--- config.mk ---
export PLATFORM = sky130hd
export DESIGN_NAME = sha3_padder
export DESIGN_NICKNAME = d
export VERILOG_FILES = /design/src/rtl/sha3_padder.sv
export SDC_FILE = /design/constraint.sdc
export NUM_CORES = 2
export LEC_CHECK = 0
export CORE_ASPECT_RATIO = 1.2
export CORE_MARGIN = 10
export CORE_UTILIZATION = 30
export CTS_CLUSTER_SIZE = 30
export DETAILED_ROUTE_END_ITERATION = 6
export PLACE_DENSITY_LB_ADDON = 0.12
export SLEW_MARGIN = 20
export SYNTH_ARGS = -nofsm -noshare
export SYNTH_HDL_FRONTEND = slang
export SYNTH_SLANG_ARGS = --single-unit
--- constraint.sdc ---
create_clock -name clk -period 7.7 [get_ports clk]
set_clock_uncertainty 0.2 [all_clocks]
set_input_delay 1.155 -clock clk [delete_from_list [all_inputs] [get_ports clk]]
set_output_delay 1.155 -clock clk [all_outputs]
set_load 0.01 [all_outputs]
--- src/rtl/sha3_padder.sv ---
// sha3_padder: packs a byte stream into SHA3 rate blocks, applies multi-rate
// padding (domain byte + final 0x80) and hands each block to the permutation
// core over a valid/ready handshake.
module sha3_padder #(
    parameter int         RATE_BYTES = 136,
    parameter logic [7:0] DS_BYTE    = 8'h06
) (
    input  logic                    clk,
    input  logic                    resetn,
    input  logic                    in_valid,
    output logic                    in_ready,
    input  logic [7:0]              in_data,
    input  logic                    in_keep,
    input  logic                    in_last,
    output logic                    blk_valid,
    input  logic                    blk_ready,
    output logic [8*RATE_BYTES-1:0] blk_data,
    output logic                    blk_last
);

    localparam int BW = 8 * RATE_BYTES;
    localparam int CW = $clog2(RATE_BYTES + 1);
    localparam logic [CW-1:0] RATE_CNT = CW'(RATE_BYTES);
    // Block holding nothing but padding: domain byte first, 0x80 in the last byte.
    localparam logic [BW-1:0] PAD_BLK = {8'h80, {(BW-16){1'b0}}, DS_BYTE};

    typedef enum logic [1:0] {
        FILL,
        EMIT,
        EMIT_PAD
    } state_t;

    state_t          state_q;
    logic [CW-1:0]   cnt_q;
    logic            pend_q;
    logic [BW-1:0]   buf_q;
    logic            vld_q;
    logic            last_q;

    logic [CW-1:0]   cnt_nxt;
    logic [BW-1:0]   buf_nxt;
    logic            accept;

    assign in_ready  = (state_q == FILL);
    assign blk_valid = vld_q;
    assign blk_last  = last_q;
    assign blk_data  = buf_q;

    // A keep=0/last=0 beat carries nothing, so it is treated as not accepted.
    assign accept = in_valid && in_ready && (in_keep || in_last);

    // Buffer contents after the current beat: store the byte, then pad if the
    // message ends and there is still room in this block.
    always_comb begin
        cnt_nxt = cnt_q + CW'(in_keep);
        buf_nxt = buf_q;
        if (in_keep) begin
            buf_nxt[cnt_q*8 +: 8] = in_data;
        end
        if (in_last && (cnt_nxt < RATE_CNT)) begin
            buf_nxt[cnt_nxt*8 +: 8] = DS_BYTE;
            buf_nxt[BW-1 -: 8]      = buf_nxt[BW-1 -: 8] | 8'h80;
        end
    end

    // Control FSM with registered block-side outputs; the buffer drives blk_data directly.
    always_ff @(posedge clk or negedge resetn) begin
        if (!resetn) begin
            state_q <= FILL;
            cnt_q   <= '0;
            pend_q  <= 1'b0;
            buf_q   <= '0;
            vld_q   <= 1'b0;
            last_q  <= 1'b0;
        end else begin
            case (state_q)
                FILL: begin
                    if (accept) begin
                        buf_q <= buf_nxt;
                        cnt_q <= cnt_nxt;
                        if (in_last) begin
                            // A full block ending the message needs a separate pad block.
                            state_q <= EMIT;
                            vld_q   <= 1'b1;
                            if (cnt_nxt == RATE_CNT) begin
                                pend_q <= 1'b1;
                                last_q <= 1'b0;
                            end else begin
                                last_q <= 1'b1;
                            end
                        end else if (cnt_nxt == RATE_CNT) begin
                            state_q <= EMIT;
                            vld_q   <= 1'b1;
                            last_q  <= 1'b0;
                        end
                    end
                end
                EMIT: begin
                    if (blk_ready) begin
                        cnt_q <= '0;
                        if (pend_q) begin
                            buf_q   <= PAD_BLK;
                            pend_q  <= 1'b0;
                            last_q  <= 1'b1;
                            state_q <= EMIT_PAD;
                        end else begin
                            buf_q   <= '0;
                            vld_q   <= 1'b0;
                            last_q  <= 1'b0;
                            state_q <= FILL;
                        end
                    end
                end
                EMIT_PAD: begin
                    if (blk_ready) begin
                        buf_q   <= '0;
                        vld_q   <= 1'b0;
                        last_q  <= 1'b0;
                        state_q <= FILL;
                    end
                end
                default: begin
                    state_q <= FILL;
                end
            endcase
        end
    end

endmodule
==> run_results.csv <==
group,metric,value,unit
status,outcome,"complete, but fails checks",
status,violations,"DRC",
routing,routedWlPerCell,41.9,um
placement,dp.cells,8510,
placement,dp.final_hpwl,282000,um
synthesis,yosys.area.top_type,"dfrtp_1",
power_and_ir_drop,power,22.7,mW
synthesis,synth_cell_types,106,
synthesis,synth_seq_cells,1101,
setup_path,start_kind,"primary input",
synthesis,async_reset_ff_share,100,%
timing,hold_ws,152,ps
global_routing,track_usage,37.5,%
synthesis,netlist_top_cells_count,"dfrtp_1, nand2_1, nor2_1",
clock_network,cts_resized,0,
timing,final_max_slew_viol_count,0,
routing,antenna_left,0,
clock_network,cts.sinks,1101,
clock_network,clk_pin_slew,60,ps
timing,worst_pin_slew,1250,ps
floorplan,initial_core_util,30.1,%
setup_path,path_max_fanout,14,
hold_path,hold_class,"primary input to asynchronous set/reset pin",
timing,fmax,0.161,GHz
synthesis,synth.most_common_cell,"dfrtp_1",
floorplan,rows,166,
routing,drtPass1Iterations,7,
cells_and_area,drive_above_1_share,11.4,%
setup_path,critPathCaptureType,"register",
global_routing,first_global_vias,53698,
placement,gp_congestion,0.966,
synthesis,syn_nets,5182,
cells_and_area,syn2layout_area_growth,38.4,%
setup_path,arrival,6700,ps
cells_and_area,design_area,0.0711,mm^2
cells_and_area,nets,6399,
global_routing,overflow,0,
timing,fin_crit_sh,80.6,%
synthesis,synthTopCellsByArea,"dfrtp_1, nand2_1, a22o_1, o2bb2ai_1, nor2_1",
routing,drc,9,
timing,final.min_clock_period,6210,ps
floorplan,die_w,398,um
routing,drt-total-wl,367000,um
clock_network,cts.path.max_buffers,3,
power_and_ir_drop,power.density,319,mW/mm^2
clock_network,hold_buffers,0,
synthesis,netlist_area,0.0514,mm^2
setup_path,path_class,"primary input to register",
routing,drt_iter0_drc,6247,
power_and_ir_drop,ir_worst_vdd,0.306,mV
placement,portBuffers,1104,
global_routing,grt_pass1_wl,490000,um
synthesis,yosysSeqAreaShare,53.6,%
timing,finalSetupTns,0,ps
synthesis,avgSynthCellArea,9.96,um^2
clock_network,insertion_delay,810,ps
synthesis,synth-main-ff-cell,"dfrtp_1",
floorplan,die_h,473,um
cells_and_area,stdcell_count,8757,
floorplan,die_area,0.188,mm^2
clock_network,ctsRootBufferMaster,"clkbuf_16",
timing,hold_viol,0,
clock_network,cts_tree,"yes",
clock_network,post_cts_buffers,0,
timing,rsz0062_at_grt,"no",
setup_path,cp_data_required_time,8200,ps
global_routing,antenna_found_initial,23,
job,cap_violations,0,
timing,setup_viol,0,
power_and_ir_drop,leakage,28.8,nW
floorplan,ioPinCount,1105,
global_routing,grt_max_degree,166,
synthesis,yosysTopAreaCellShare,53.6,%
clock_network,cts_max_level,4,
synthesis,yosysWarnings,0,
floorplan,coreArea,0.171,mm^2
routing,via_per_inst,6.15,
timing,slew_headroom,16.7,%
placement,dpl_cell_area,0.0667,mm^2
clock_network,cts_buffers,130,
synthesis,synthCells,5158,
cells_and_area,fillCellCount,16834,
synthesis,synth_edf_count,0,
routing,vias,53880,
==> worst max-delay path: stages <==
cell,delay (ps)
clkdlybuf4s50_1,510
buf_4,320
ha_1,440
inv_1,210
ha_1,410
and4_1,270
a32oi_2,280
xor2_2,700
o211ai_2,570
nor3_2,950
a21oi_1,360
and2_1,310
a22o_1,190
==> path summary, 6_finish.rpt <==
path	start	endpoint	slack [ps]	cells after the start
max in group asynchronous	resetn	blk_data[624]	5350	3
min in group clk	blk_data[907]	blk_data[907]	280	1
worst max register to register	cnt_q[0]	blk_data[440]	1850	11
worst min-delay path	resetn	blk_data[556]	150	1
worst max-delay path	in_keep	blk_data[440]	1490	13
worst min register to register	blk_data[907]	blk_data[907]	280	1
==> state kept, by name, indices dropped and copies added, names as in the netlist <==
name and count:
cnt_q 8, blk_valid 1, blk_last 1, state_q 2
pend_q 1, blk_data 1088
==> area by class of cell <==
| class | count | area (um^2) | area share [%] |
|---|---|---|---|
| antenna | 10 | 25.0 | 0.0352 |
| clock buffer | 190 | 3820 | 5.38 |
| clock inverter | 46 | 524 | 0.737 |
| inverter | 55 | 206 | 0.290 |
| multi-input combinational | 3683 | 22700 | 31.9 |
| sequential | 1101 | 27600 | 38.7 |
| tap | 2268 | 2840 | 3.99 |
| timing repair buffer | 1404 | 13500 | 19.0 |
==> where the power goes <==
part           switching (mW)  internal [mW]
Sequential              0.148           5.93
Combinational            8.12           2.01
Clock                    2.76           3.71
==> through the flow <==
step	util, %	setup WS [ps]
final	41.7	1490
after CTS	41.7	1710
after global routing	41.7	1390
after floorplan	-	2960
after detailed placement	39.1	852
after global placement	39.1	511
==> cells in the final DEF (no fill, tap or decap), drive strengths merged, types with 153 or more instances in the layout <==
cell type / Yosys / final
clkdlybuf4s50: 0 / 1102
dfrtp: 1101 / 1101
nand2: 777 / 777
nor2: 427 / 427
o21ai: 344 / 344
a21oi: 302 / 302
buf: 91 / 302
a22o: 245 / 245
o2bb2ai: 220 / 220
nand3: 211 / 211
clkbuf: 228 / 190
nor3: 153 / 153
==> cell families (layout without fill, tap and decap cells) <==
kind of cell,after synthesis,after routing,share of synthesized area (%)
XOR/XNOR,15,15,0.441
multiplexers,11,11,0.219
adder cells (fa/ha/maj),10,10,0.244
other,0,10,0
buffers and inverters,374,1695,2.97
flip-flops,1101,1101,53.6
AO/OA/AOI/OAI,1829,1829,26.5
AND/OR/NAND/NOR,1818,1818,16.0
==> layer usage <==
layer  track usage, %  vias to the layer above  share of wire, %
met2             59.1                     3396                45
met1             43.2                    27734                37
met3             13.8                      906                11
met4             22.8                       14               7.3
met5                0                        -             0.026
li1                 -                    21830                 -
Power figures use the tool's default switching activity.
